File: src/rtl/carfield_pkg.sv
// Carfield shared types and constants used by the domain reset sequencer.
package carfield_pkg;

    localparam int unsigned NumDomains = 6;

    typedef enum logic [2:0] {
        PeriphDomain,
        SafedDomain,
        SecurityDomain,
        PulpDomain,
        SpatzDomain,
        L2Domain
    } carfield_domains_e;

    typedef enum logic [2:0] {
        DomHeld,
        DomReset,
        DomRelease,
        DomActive,
        DomIsolate
    } carfield_dom_state_e;

    localparam int unsigned CarDomRstCycles = 16;
    localparam int unsigned CarDomSettleCycles = 4;
    localparam int unsigned CarDomIsoTimeout = 255;
    localparam logic [NumDomains-1:0] CarDomBootOnMask = 6'b100001;

    function automatic int unsigned max3(
        int unsigned a,
        int unsigned b,
        int unsigned c
    );
        int unsigned m;
        m = (a > b) ? a : b;
        return (m > c) ? m : c;
    endfunction

endpackage

File: src/rtl/carfield_domain_rst_ctrl_if.sv
// Register-file side bundle of the per-domain reset/clock sequencer.
interface carfield_domain_rst_ctrl_if;
    import carfield_pkg::*;

    logic [NumDomains-1:0] rst_req_i;
    logic [NumDomains-1:0] clk_en_i;
    logic [NumDomains-1:0] isolated_i;
    logic [NumDomains-1:0] clk_en_o;
    logic [NumDomains-1:0] rst_no;
    logic [NumDomains-1:0] isolate_o;
    logic [NumDomains-1:0] done_o;
    logic [NumDomains-1:0] iso_timeout_o;
    logic                  busy_o;

    modport slave (
        input  rst_req_i, clk_en_i, isolated_i,
        output clk_en_o, rst_no, isolate_o,
        output done_o, iso_timeout_o, busy_o
    );

    modport master (
        output rst_req_i, clk_en_i, isolated_i,
        input  clk_en_o, rst_no, isolate_o,
        input  done_o, iso_timeout_o, busy_o
    );
endinterface

File: src/rtl/carfield_domain_rst_fsm.sv
// One domain: HELD/RESET/RELEASE/ACTIVE/ISOLATE sequencer with a shared counter.
module carfield_domain_rst_fsm
    import carfield_pkg::*;
#(
    parameter int unsigned RstCycles    = CarDomRstCycles,
    parameter int unsigned SettleCycles = CarDomSettleCycles,
    parameter int unsigned IsoTimeout   = CarDomIsoTimeout
) (
    input  logic clk_i,
    input  logic rst_ni,
    input  logic boot_on_i,
    input  logic rst_req_i,
    input  logic clk_en_i,
    input  logic isolated_i,
    output logic clk_en_o,
    output logic rst_no,
    output logic isolate_o,
    output logic done_o,
    output logic iso_timeout_o,
    output logic busy_o
);

    localparam int unsigned CntMax = max3(RstCycles, SettleCycles, IsoTimeout);
    localparam int unsigned CntW = $clog2(CntMax + 1);
    localparam logic [CntW-1:0] RstLoad = CntW'(RstCycles - 1);
    localparam logic [CntW-1:0] SetLoad = CntW'(SettleCycles - 1);
    localparam logic [CntW-1:0] IsoLast =
        CntW'((IsoTimeout == 0) ? 0 : IsoTimeout - 1);

    carfield_dom_state_e state_q;
    logic [CntW-1:0]     cnt_q;
    logic                first_q;
    logic                iso_expired;

    // Leaving ISOLATE on the cycle the count would reach IsoTimeout
    assign iso_expired = (IsoTimeout != 0) && (cnt_q == IsoLast);

    always_ff @(posedge clk_i or negedge rst_ni) begin
        if (!rst_ni) begin
            state_q       <= DomHeld;
            cnt_q         <= '0;
            first_q       <= 1'b1;
            clk_en_o      <= 1'b0;
            rst_no        <= 1'b0;
            isolate_o     <= 1'b1;
            done_o        <= 1'b0;
            iso_timeout_o <= 1'b0;
            busy_o        <= 1'b0;
        end else begin
            first_q <= 1'b0;
            done_o  <= 1'b0;
            unique case (state_q)
                DomHeld: begin
                    if ((first_q && boot_on_i) || rst_req_i) begin
                        state_q  <= DomReset;
                        cnt_q    <= RstLoad;
                        clk_en_o <= 1'b1;
                        busy_o   <= 1'b1;
                    end
                end
                DomReset: begin
                    if (cnt_q == '0) begin
                        state_q <= DomRelease;
                        cnt_q   <= SetLoad;
                        rst_no  <= 1'b1;
                    end else begin
                        cnt_q <= cnt_q - 1'b1;
                    end
                end
                DomRelease: begin
                    if (rst_req_i) begin
                        state_q <= DomReset;
                        cnt_q   <= RstLoad;
                        rst_no  <= 1'b0;
                    end else if (cnt_q == '0) begin
                        state_q   <= DomActive;
                        isolate_o <= 1'b0;
                        clk_en_o  <= clk_en_i;
                        done_o    <= 1'b1;
                        busy_o    <= 1'b0;
                    end else begin
                        cnt_q <= cnt_q - 1'b1;
                    end
                end
                DomActive: begin
                    if (rst_req_i) begin
                        state_q   <= DomIsolate;
                        cnt_q     <= '0;
                        isolate_o <= 1'b1;
                        busy_o    <= 1'b1;
                    end else begin
                        clk_en_o <= clk_en_i;
                    end
                end
                DomIsolate: begin
                    if (isolated_i || iso_expired) begin
                        state_q  <= DomReset;
                        cnt_q    <= RstLoad;
                        rst_no   <= 1'b0;
                        clk_en_o <= 1'b1;
                        if (!isolated_i) iso_timeout_o <= 1'b1;
                    end else begin
                        cnt_q <= cnt_q + 1'b1;
                    end
                end
                default: begin
                    state_q   <= DomHeld;
                    clk_en_o  <= 1'b0;
                    rst_no    <= 1'b0;
                    isolate_o <= 1'b1;
                    busy_o    <= 1'b0;
                end
            endcase
        end
    end

endmodule

File: src/rtl/carfield_domain_rst_ctrl.sv
// Per-domain reset/clock-enable sequencer for the gateable Carfield subdomains.
module carfield_domain_rst_ctrl
    import carfield_pkg::*;
#(
    parameter logic [NumDomains-1:0] BootOnMask = CarDomBootOnMask,
    parameter int unsigned RstCycles    = CarDomRstCycles,
    parameter int unsigned SettleCycles = CarDomSettleCycles,
    parameter int unsigned IsoTimeout   = CarDomIsoTimeout
) (
    input logic clk_i,
    input logic rst_ni,
    carfield_domain_rst_ctrl_if.slave bus
);

    logic [NumDomains-1:0] clk_en;
    logic [NumDomains-1:0] rst_n;
    logic [NumDomains-1:0] isolate;
    logic [NumDomains-1:0] done;
    logic [NumDomains-1:0] iso_timeout;
    logic [NumDomains-1:0] busy;

    for (genvar d = 0; d < NumDomains; d++) begin : gen_dom
        carfield_domain_rst_fsm #(
            .RstCycles    (RstCycles),
            .SettleCycles (SettleCycles),
            .IsoTimeout   (IsoTimeout)
        ) u_fsm (
            .clk_i         (clk_i),
            .rst_ni        (rst_ni),
            .boot_on_i     (BootOnMask[d]),
            .rst_req_i     (bus.rst_req_i[d]),
            .clk_en_i      (bus.clk_en_i[d]),
            .isolated_i    (bus.isolated_i[d]),
            .clk_en_o      (clk_en[d]),
            .rst_no        (rst_n[d]),
            .isolate_o     (isolate[d]),
            .done_o        (done[d]),
            .iso_timeout_o (iso_timeout[d]),
            .busy_o        (busy[d])
        );
    end

    assign bus.clk_en_o      = clk_en;
    assign bus.rst_no        = rst_n;
    assign bus.isolate_o     = isolate;
    assign bus.done_o        = done;
    assign bus.iso_timeout_o = iso_timeout;
    assign bus.busy_o        = |busy;

endmodule

File: src/flat_wrapper.sv
// flat-port wrapper written by rule: the top's interface ports become plain ports
module carfield_domain_rst_ctrl_flat import carfield_pkg::*;
#(
    parameter logic [NumDomains-1:0] BootOnMask = CarDomBootOnMask,
    parameter int unsigned RstCycles    = CarDomRstCycles,
    parameter int unsigned SettleCycles = CarDomSettleCycles,
    parameter int unsigned IsoTimeout   = CarDomIsoTimeout
)
  (clk_i, rst_ni, bus_rst_req_i, bus_clk_en_i, bus_isolated_i, bus_clk_en_o, bus_rst_no, bus_isolate_o, bus_done_o, bus_iso_timeout_o, bus_busy_o);
  carfield_domain_rst_ctrl_if bus_i ();
  input logic clk_i;
  input logic rst_ni;
  input wire logic [$bits(bus_i.rst_req_i)-1:0] bus_rst_req_i;
  input wire logic [$bits(bus_i.clk_en_i)-1:0] bus_clk_en_i;
  input wire logic [$bits(bus_i.isolated_i)-1:0] bus_isolated_i;
  output wire logic [$bits(bus_i.clk_en_o)-1:0] bus_clk_en_o;
  output wire logic [$bits(bus_i.rst_no)-1:0] bus_rst_no;
  output wire logic [$bits(bus_i.isolate_o)-1:0] bus_isolate_o;
  output wire logic [$bits(bus_i.done_o)-1:0] bus_done_o;
  output wire logic [$bits(bus_i.iso_timeout_o)-1:0] bus_iso_timeout_o;
  output wire logic [$bits(bus_i.busy_o)-1:0] bus_busy_o;
  assign bus_i.rst_req_i = bus_rst_req_i;
  assign bus_i.clk_en_i = bus_clk_en_i;
  assign bus_i.isolated_i = bus_isolated_i;
  assign bus_clk_en_o = bus_i.clk_en_o;
  assign bus_rst_no = bus_i.rst_no;
  assign bus_isolate_o = bus_i.isolate_o;
  assign bus_done_o = bus_i.done_o;
  assign bus_iso_timeout_o = bus_i.iso_timeout_o;
  assign bus_busy_o = bus_i.busy_o;
  carfield_domain_rst_ctrl #(.BootOnMask(BootOnMask), .RstCycles(RstCycles), .SettleCycles(SettleCycles), .IsoTimeout(IsoTimeout)) u_core (.clk_i(clk_i), .rst_ni(rst_ni), .bus(bus_i));
endmodule
File: config.mk
export PLATFORM = sky130hd
export DESIGN_NAME = carfield_domain_rst_ctrl_flat
export DESIGN_NICKNAME = d
export VERILOG_FILES = /design/src/rtl/carfield_pkg.sv /design/src/rtl/carfield_domain_rst_ctrl_if.sv /design/src/rtl/carfield_domain_rst_fsm.sv /design/src/rtl/carfield_domain_rst_ctrl.sv /design/src/flat_wrapper.sv
export SDC_FILE = /design/constraint.sdc
export NUM_CORES = 1
export LEC_CHECK = 0
export ABC_AREA = 1
export BUFFER_PORTS_ARGS = -buffer_cell sky130_fd_sc_hd__buf_4
export CORE_ASPECT_RATIO = 1.1
export CORE_MARGIN = 8
export CORE_UTILIZATION = 40
export CTS_CLUSTER_DIAMETER = 80
export CTS_CLUSTER_SIZE = 20
export DETAILED_ROUTE_END_ITERATION = 10
export SYNTH_ARGS = -nofsm -noshare
export SYNTH_HDL_FRONTEND = slang
export SYNTH_SLANG_ARGS = --single-unit
File: constraint.sdc
create_clock -name clk_i -period 2 [get_ports clk_i]
set_input_delay 0.4 -clock clk_i [delete_from_list [all_inputs] [get_ports clk_i]]
set_output_delay 0.4 -clock clk_i [all_outputs]
set_load 0.02 [all_outputs]
# Yosys cells after proc, flatten, opt, wreduce, memory -nomap -nowiden
# Cells that the tools add are included.
# W data, S select, Z words.
# op_classes
add_sub_neg	12
n_eq_ne	94
muxes	188
bitwise	30
reduce_logical	87
# ops
cell	n
$mux W8	36
$pmux W8 S5	6
$mux W3	36
$ne A2 B2 Y1 const B	48
$pmux W3 S5	6
$reduce_and A4 Y1	22
$mux W1	80
$add A8 B1 Y8 const B	6
$eq A8 B8 Y1 const B	6
$logic_not A8 Y1	6
$sub A8 B1 Y8 const B	6
$reduce_and A5 Y1	8
$eq A3 B2 Y1 const B	12
$ne A3 B3 Y1 const B	12
$reduce_and A6 Y1	6
$pmux W1 S4	8
$not A1 Y1	30
$pmux W1 S3	10
$pmux W1 S5	6
$reduce_bool A5 Y1	6
$reduce_or A2 Y1	12
$eq A3 B1 Y1 const B	6
$eq A3 B3 Y1 const B	6
$logic_not A3 Y1	6
other kinds (5)	25
# word_totals
register_bits	103
inputBits	20
wordCells	460

# Depth between registers and ports, before layout
# Gate-level depths: netlist (run 1).
# logic_depth
ltp_word	4
mapped_depth	12

# Modules after synthesis
# Synthesis (run 1) repeated with hierarchy kept, for this count alone.
# unflattened
cells_unflattened	1321
hier_area_um2	8902.3
# by_module_without_submodules
module	instances	cells_each	area_per_inst_um2	seq_area_each_um2
carfield_domain_rst_fsm at u_core.gen_dom[0].u_fsm ...	3	217	1515.2	452.9
carfield_domain_rst_fsm at u_core.gen_dom[4].u_fsm ...	2	223	1431.4	452.9
carfield_domain_rst_fsm at u_core.gen_dom[3].u_fsm	1	218	1470.2	452.9
carfield_domain_rst_ctrl	1	6	23.8	0.0

# Worst setup path before layout (run 1)
# No wires, ideal clock.
# synth_timing
path_type	flip-flop to flip-flop
from	register u_core.gen_dom[3].u_fsm.cnt_q[0]
to	register u_core.gen_dom[3].u_fsm.cnt_q[3]
arrival_ns	1.466
required_ns	1.885
setup_slack_ns	0.419
stages_incl_launch_ff	12
synth_period_minus_slack_ns	1.581
path_cell_list	dfrtp_1 > inv_1 > ha_1 > nand3_1 > nor2_2 > nand2_1 > nand2_1 > nor2_4 > inv_2 > nand2_1 > inv_1 > nor2_1
# synth_between
elab_chain_cells	4
elab_cells_between_ends	12
classes_between	add/sub (2); eq/ne (2); mux (5); reduce/logical (3)
# synth_rtl
element	line_no	source
from (decl)	carfield_domain_rst_fsm.sv:31	logic [CntW-1:0] cnt_q;
from (signal assigned)	carfield_domain_rst_fsm.sv:56	cnt_q <= RstLoad;
from (signal assigned)	carfield_domain_rst_fsm.sv:64	cnt_q <= SetLoad;
from (signal assigned)	carfield_domain_rst_fsm.sv:67	cnt_q <= cnt_q - 1'b1;
$sub A8 B1 Y8 or $eq A8 B8 Y1 (tied branches)	carfield_domain_rst_fsm.sv:67, carfield_domain_rst_fsm.sv:82, carfield_domain_rst_fsm.sv:36	
$mux W8 or $logic_or A1 B1 Y1 (tied branches)	carfield_domain_rst_fsm.sv:75, carfield_domain_rst_fsm.sv:96	
$mux W8, on equally long branches	carfield_domain_rst_fsm.sv:71, carfield_domain_rst_fsm.sv:96	
$pmux W8 S5	carfield_domain_rst_fsm.sv:52	unique case (state_q)
# Several ways; a longest one is shown, not always the timed one. The select of a mux whose other input is x is not followed.
# A chain may end at the register's enable or synchronous reset.

# Worst setup path in the final report (run 1)
# layout_timing
from	register u_core.gen_dom[4].u_fsm.busy_o
to	output bus_busy_o
# layout_between
elab_chain_cells	1
# layout_rtl
element	line_no	source
from (decl)	carfield_domain_rst_fsm.sv:20	output logic busy_o
from (signal assigned)	carfield_domain_rst_fsm.sv:48	busy_o <= 1'b0;
from (signal assigned)	carfield_domain_rst_fsm.sv:58	busy_o <= 1'b1;
from (signal assigned)	carfield_domain_rst_fsm.sv:80	busy_o <= 1'b0;
$reduce_or A6 Y1	carfield_domain_rst_ctrl.sv:48	assign bus.busy_o = |busy;
to (decl)	flat_wrapper.sv:21	output wire logic [$bits(bus_i.busy_o)-1:0] bus_busy_o;
# No other way between the ends.

==> results of run 1 <==
[critical path, delay by kind of cell, from the launching register on]
| kind | cells | cell delay (ns) |
|---|---|---|
| simple gates | 2 | 0.60 |
| buf+inv | 1 | 0.19 |
| flops | 1 | 0.43 |
[power breakdown]
part / internal, mW / switching (mW) / total [mW]
logic: 2.78 / 4.97 / 7.75
clock network: 0.897 / 0.855 / 1.75
registers: 2.85 / 0.874 / 3.72
total: 6.52 / 6.70 / 13.2
[state kept, by name, indices dropped and copies added, names as in the netlist]
signal                              count
u_core.gen_dom.u_fsm.clk_en_o           6
u_core.gen_dom.u_fsm.first_q            1
u_core.gen_dom.u_fsm.cnt_q             48
u_core.gen_dom.u_fsm.iso_timeout_o      6
u_core.gen_dom.u_fsm.isolate_o          6
u_core.gen_dom.u_fsm.rst_no             6
u_core.gen_dom.u_fsm.state_q           18
u_core.gen_dom.u_fsm.busy_o             6
u_core.gen_dom.u_fsm.done_o             6
[timing repair]
action | in CTS | in global routing
buffers inserted | 0 | 0
endpoints found under the setup margin | 0 | 11
hold endpoints to repair | 24 | 0
hold buffers | 1 | 0
gates resized for setup | 0 | 3
[layout make-up]
type | instances | area [um2] | area share [%]
clock buffers | 10 | 239 | 2.63
clock inverters | 6 | 51.3 | 0.564
inverters | 141 | 529 | 5.82
multi-input cells | 979 | 4830 | 53.0
flip-flops and latches | 103 | 2590 | 28.4
well taps | 256 | 320 | 3.52
repair buffers | 69 | 546 | 6.00
[per-layer routing]
layer  up-vias  share of wire, %  track usage (%)  routed length (um)
li1       4060                 -                -                   -
met3        21               3.3             2.85                 656
met5         -                 0                0                   0
met2       126                47             26.6                9540
met4         0               1.5             5.21                 299
met1      3550                48             20.6                9690
[stage by stage]
step	instances	hold slack [ns]	util, %
4_1_cts	1564	0.311	44.5
2_1_floorplan	1271	0.104	-
3_5_place_dp	1547	0.371	43.0
6_report	1564	0.324	44.5
5_1_grt	1564	0.337	44.5
3_3_place_gp	1547	0.374	43.0
[cell families (layout without fill, tap and decap cells)]
| family | Yosys count | count (layout) | synth area share [%] |
|---|---|---|---|
| AND/OR/NAND/NOR | 791 | 791 | 42.6 |
| AO/OA/AOI/OAI | 129 | 129 | 8.54 |
| adder cells (fa/ha/maj) | 22 | 22 | 3.33 |
| other | 1 | 1 | 0.0454 |
| XOR/XNOR | 36 | 36 | 3.81 |
| buffers and inverters | 189 | 226 | 10.4 |
| flip-flops | 103 | 103 | 31.3 |
[path summary, 6_finish.rpt]
path | start | endpoint
worst max-delay path | u_core.gen_dom[4].u_fsm.busy_o | bus_busy_o
worst min-delay path | bus_rst_req_i[4] | u_core.gen_dom[4].u_fsm.state_q[2]
worst max register to register | u_core.gen_dom[5].u_fsm.cnt_q[1] | u_core.gen_dom[5].u_fsm.state_q[0]
worst min register to register | u_core.gen_dom[5].u_fsm.isolate_o | u_core.gen_dom[5].u_fsm.isolate_o
max in group asynchronous | rst_ni | u_core.gen_dom[0].u_fsm.first_q
min in group asynchronous | rst_ni | u_core.gen_dom[3].u_fsm.cnt_q[1]
[cells in the final DEF (no fill, tap or decap), types with 3 or more instances in the layout]
| cell | synthesis | layout |
|---|---|---|
| a21oi_1 | 20 | 20 |
| o21ai_1 | 16 | 16 |
| nand2_1 | 442 | 442 |
| nand2_4 | 3 | 3 |
| o21ai_2 | 4 | 4 |
| nand3_2 | 4 | 4 |
| buf_4 | 33 | 66 |
| nand3b_1 | 5 | 5 |
| inv_2 | 26 | 28 |
| inv_1 | 114 | 112 |
| nor2_4 | 15 | 15 |
| o21bai_1 | 8 | 8 |
| xnor2_1 | 6 | 6 |
| nand3_1 | 120 | 120 |
| xor2_1 | 30 | 30 |
| clkbuf_16 | 0 | 9 |
| nor3_1 | 5 | 5 |
| nand2_2 | 18 | 18 |
| nor2_2 | 22 | 23 |
| dfrtp_1 | 96 | 96 |
| ha_1 | 22 | 22 |
| dfstp_2 | 7 | 7 |
| nand4_1 | 22 | 22 |
| nor2_1 | 126 | 125 |
| o21ai_0 | 76 | 76 |
| clkinvlp_4 | 0 | 3 |
==> metrics.log, run 1 <==
[metrics] worst-path cell chain: nor4_1 -> nand3_1 -> buf_4
[metrics] Critical Path Fanout Max: 2
[metrics] Bufs on Longest Clock Path: 2
[metrics] standard-cell row count: 55
[metrics] status: completed
[metrics] kind of capture point of the worst setup path: primary output
[metrics] hold-critical path depth: 3
[metrics] register area share after synthesis: 31.3%
[metrics] hold crit path type: input pin to flip-flop
[metrics] CTS H-tree lvls: 3
[metrics] total gr overflow: 0
[metrics] average detailed-routed wire length per instance: 12.9 um
[metrics] logic depth of the worst register-to-register path: 10
[metrics] setup violators final: 0
[metrics] worst reg-to-reg setup slack: 0.23 ns
[metrics] final worst setup slack: 0.0328 ns
[metrics] crit path time final: 1.97 ns
[metrics] global placer's final weighted congestion: 0.928
[metrics] Worst path slowest cell: nor4_1
[metrics] design area: 9100 um2
[metrics] Lkg Pwr: 4.75 nW
[metrics] commonest register cell after synthesis: dfrtp_1
[metrics] Max Cap Viol: 0
[metrics] antenna violations before repair: 0
[metrics] share of the clock period used by the worst path after layout: 98.4%
[metrics] Slew Viols, Final: 0
[metrics] main area contributors after synthesis: dfrtp_1 (29%), nand2_1 (20%), nand3_1 (7.3%), nor2_1 (5.7%), inv_1 (5.2%)
[metrics] DR vias/cell: 4.96
[metrics] proportion of netlist area held by the largest area contributor: 29.1%
[metrics] CP startpoint kind: flip-flop
[metrics] nets in the synthesized netlist: 1,313
[metrics] minimum setup slack after placement: 0.166 ns
[metrics] wire length of the first global-routing pass: 34.6 mm
[metrics] CTS Buf Count: 9
[metrics] Power, Total: 13.2 mW
[metrics] GRT Util Overall: 16.0%
[metrics] die footprint: 25,500 um2
[metrics] path type of the worst setup path: flip-flop to primary output
[metrics] DRC: 0
[metrics] Highest Clock Rate: 508 MHz
[metrics] net count reported at finish: 1,345
[metrics] first-iteration detailed-routing DRC count: 381
[metrics] total power density per cell area: 1450 nW/um2
[metrics] overall die width: 153 um
[metrics] sum of negative setup slack: 0 ns
[metrics] number of routed nets with antenna violations: 0
[metrics] setup repair after global routing missed its margin: no
[metrics] Final Hold Fails: 0
[metrics] DIE HEIGHT: 167 um
[metrics] post-synthesis cell type with the largest combined area: dfrtp_1
[metrics] number of top-level design ports: 51
[metrics] data arrival time of the worst path: 1.57 ns
[metrics] effective utilization at floorplan: 40.5%
[metrics] Largest stage delay, worst path: 0.47 ns
[metrics] root buffer cell: clkbuf_16
[metrics] Yosys warning total: 0
[metrics] TritonCTS clock tree: built
[metrics] ant diodes: 0
[metrics] layout filler cell count: 2,126
[metrics] Gate Count Post-Synth: 1,271
[metrics] Peak supply drop: 794 uV
[metrics] count of input and output buffers: 50
[metrics] core region area: 20,400 um2
[metrics] Final HPWL DP: 15.8 mm
[metrics] number of enable-type register cells in the synthesized netlist: 0
[metrics] layout cell share with drive strength beyond 1: 14.9%
[metrics] largest net degree at the start of global routing: 34
[metrics] #FFs+latches synth: 103
[metrics] number of global-route vias before repair: 7,306
[metrics] Netlist Area Pre-Place: 8270 um2
[metrics] Worst Clk Skew: 0.00725 ns
[metrics] count of unique library cells instantiated by Yosys: 39
[metrics] register clock-pin slew on the reported worst setup and hold paths: 0.07 ns
[metrics] most frequent cell after synthesis: nand2_1
[metrics] post-placement cell area: 8790 um2
[metrics] Synth top cells by count: nand2_1 (442), nor2_1 (126), nand3_1 (120)
[metrics] overall via count from detail_route: 7,757
[metrics] Area Growth Syn to Fin: 10.0%
[metrics] aggregate routed wire length: 20.2 mm
[metrics] average footprint of a synthesized cell: 6.51 um2
[metrics] drt first pass iters: 5
[metrics] endpoint required time on the critical path: 1.60 ns
[metrics] clock latency on the worst-skew pair: 0.36 ns
[metrics] fraction of registers with async set/reset: 100%
[metrics] clock sink count: 103
(Power assumes the default switching activity.)
==> run 2, diff against run 1 <==
--- a/config.mk
+++ b/config.mk
@@ -13,6 +13,7 @@
 export CTS_CLUSTER_DIAMETER = 80
 export CTS_CLUSTER_SIZE = 20
 export DETAILED_ROUTE_END_ITERATION = 10
+export REMOVE_ABC_BUFFERS = 1
 export SYNTH_ARGS = -nofsm -noshare
 export SYNTH_HDL_FRONTEND = slang
 export SYNTH_SLANG_ARGS = --single-unit
==> run 2 against run 1 <==
Net effect:
- non-clock buffer count is 5 lower
- sequential cell count unchanged
- clock skew up 0.0017 ns
- wire length is 0.64% lower
- combinational power shrank 2%
- clock power up 12%
- worst hold slack got worse by 0.32 ns
- count of clock-buffer cells in the layout unchanged
- register-to-register slack got worse by 0.05 ns
- design area is essentially flat
- fmax up 4.9%
- via count barely moved
- critical endpoint unchanged
==> metrics.log, run 2 (synthesis gave the netlist of run 1 again) <==
[metrics] status: completed
[metrics] buffers inserted by post-CTS timing repair: 0
[metrics] Crit path max-delay family: flip-flops
[metrics] clock sink count: 103
[metrics] kind of capture point of the worst setup path: primary output
[metrics] Lkg Pwr: 4.75 nW
[metrics] TritonCTS clock tree: built
[metrics] CP startpoint kind: flip-flop
[metrics] global placer's final weighted congestion: 0.910
[metrics] Most flops, register: u_core.gen_dom.u_fsm.cnt_q
[metrics] DR vias/cell: 4.97
[metrics] logic depth of the worst register-to-register path: 11
[metrics] CTS H-tree lvls: 3
[metrics] layout filler cell count: 2,122
[metrics] max layer used: met4
[metrics] number of routed nets with antenna violations: 0
[metrics] number of global-route vias before repair: 7,579
[metrics] largest net degree at the start of global routing: 34
[metrics] count of input and output buffers: 50
[metrics] final worst setup slack: 0.124 ns
[metrics] Power, Total: 13.4 mW
[metrics] average detailed-routed wire length per instance: 12.9 um
[metrics] Area Growth Syn to Fin: 10.0%
[metrics] GRT Util Overall: 16.2%
[metrics] Bufs on Longest Clock Path: 2
[metrics] first-iteration detailed-routing DRC count: 495
[metrics] overall die width: 153 um
[metrics] Peak supply drop: 661 uV
[metrics] most used cell along the critical path: buf_4
[metrics] most common library cell in the layout ignoring fill and taps: nand2_1
[metrics] max FFs per register: 48
[metrics] wire length of the first global-routing pass: 35.2 mm
[metrics] endpoint required time on the critical path: 1.60 ns
[metrics] setup repair after global routing missed its margin: no
[metrics] Largest stage delay, worst path: 0.42 ns
[metrics] registers with the most flip-flops: u_core.gen_dom.u_fsm.cnt_q: 48 flops, u_core.gen_dom.u_fsm.state_q: 18 flops
[metrics] Slew Viols, Final: 0
[metrics] root buffer cell: clkbuf_16
[metrics] register clock-pin slew on the reported worst setup and hold paths: 0.07 ns
[metrics] aggregate routed wire length: 20.1 mm
[metrics] number of top-level design ports: 51
[metrics] hold crit path type: input pin to asynchronous set/reset pin
[metrics] core region area: 20,400 um2
[metrics] Highest Clock Rate: 533 MHz
[metrics] setup violators final: 0
[metrics] cts repair resizes: 0
[metrics] total power density per cell area: 1470 nW/um2
[metrics] die footprint: 25,500 um2
[metrics] met2 WL: 9.27 mm
[metrics] crit path time final: 1.88 ns
[metrics] hold bufs inserted after CTS: 0
[metrics] footprint of the multi-input gates: 4820 um2
[metrics] net count reported at finish: 1,340
[metrics] Final Hold Fails: 0
[metrics] worst reg-to-reg setup slack: 0.18 ns
[metrics] data arrival time of the worst path: 1.48 ns
[metrics] worst path buffer plus inverter count: 2
[metrics] end-of-flow core utilization: 44.5%
[metrics] Final HPWL DP: 15.4 mm
[metrics] ant diodes: 0
[metrics] DRC: 0
[metrics] total gr overflow: 0
[metrics] DIE HEIGHT: 167 um
[metrics] effective utilization at floorplan: 40.5%
[metrics] Worst path slowest cell: dfrtp_1
[metrics] wire length on met3: 778 um
[metrics] commonest cells after routing, fill and taps aside: nand2_1 (442), nor2_1 (126), nand3_1 (120), inv_1 (113), dfrtp_1 (96)
[metrics] Max Cap Viol: 0
[metrics] minimum setup slack after placement: 0.190 ns
[metrics] area taken by flip-flops and latches: 2590 um2
[metrics] CTS Buf Count: 9
[metrics] met1 wire length: 9.61 mm
[metrics] drt first pass iters: 5
[metrics] standard-cell row count: 55
[metrics] worst-path cell chain: nor4_1 -> buf_4 -> nand3_1 -> buf_4
[metrics] FF-to-FF End: u_core.gen_dom[3].u_fsm.cnt_q[3]
[metrics] clock latency on the worst-skew pair: 0.36 ns
[metrics] hold slack final: 0.00127 ns
[metrics] overall via count from detail_route: 7,754
[metrics] sum of negative setup slack: 0 ns
[metrics] Critical Path Fanout Max: 2
[metrics] layout cell share with drive strength beyond 1: 14.4%
[metrics] Worst Clk Skew: 0.00892 ns
[metrics] share of the clock period used by the worst path after layout: 93.8%
[metrics] launch instance of the worst register-to-register path: u_core.gen_dom[3].u_fsm.cnt_q[0]
[metrics] antenna violations before repair: 0
[metrics] path type of the worst setup path: flip-flop to primary output
==> run 2: worst register-to-register path: cells and delay by family, from the launching register on <==
family,cells,cell delay (ns)
simple gates,7,0.69
buf+inv,3,0.40
fa+ha+maj,1,0.20
flops,1,0.44
==> run 2: where the power goes <==
| part | switching [mW] | leakage (nW) | total [mW] | internal [mW] |
|---|---|---|---|---|
| sequential | 0.946 | 1.30 | 3.79 | 2.85 |
| combinational | 4.90 | 3.30 | 7.61 | 2.71 |
| clock | 0.854 | 0.153 | 1.96 | 1.11 |
| total | 6.70 | 4.75 | 13.4 | 6.67 |
==> run 2: worst max-delay path by stage <==
stage                     cells after the start                             start  slack (ns)                          endpoint
after floorplan                              10  u_core.gen_dom[1].u_fsm.cnt_q[0]        0.24  u_core.gen_dom[1].u_fsm.cnt_q[0]
after global placement                       10  u_core.gen_dom[2].u_fsm.cnt_q[1]        0.22  u_core.gen_dom[2].u_fsm.cnt_q[0]
after detailed placement                     10  u_core.gen_dom[2].u_fsm.cnt_q[1]        0.19  u_core.gen_dom[2].u_fsm.cnt_q[4]
after CTS                                     4    u_core.gen_dom[4].u_fsm.busy_o        0.07                        bus_busy_o
after global routing                         10  u_core.gen_dom[2].u_fsm.cnt_q[1]        0.02  u_core.gen_dom[2].u_fsm.cnt_q[6]
final                                         4    u_core.gen_dom[4].u_fsm.busy_o        0.12                        bus_busy_o
==> run 2: stage by stage <==
stage / cell area (um2) / cells
finish: 9100 / 1559
global route: 9100 / 1559
CTS: 9100 / 1559
detailed placement: 8780 / 1543
global placement: 8780 / 1543
floorplan: 7940 / 1223
==> run 2: cell type report <==
type | instances | area share [%]
Tap cell | 256 | 3.52
Clock inverter | 6 | 0.990
Sequential cell | 103 | 28.4
Timing Repair Buffer | 64 | 5.69
Clock buffer | 10 | 2.52
Multi-Input combinational cell | 979 | 53.0
Inverter | 141 | 5.82
==> run 2: layer usage <==
metal | track usage (%) | vias up
met1 | 20.7 | 3500
met4 | 6.20 | 0
li1 | - | 4064
met5 | 0 | -
met2 | 27.1 | 164
met3 | 2.41 | 26
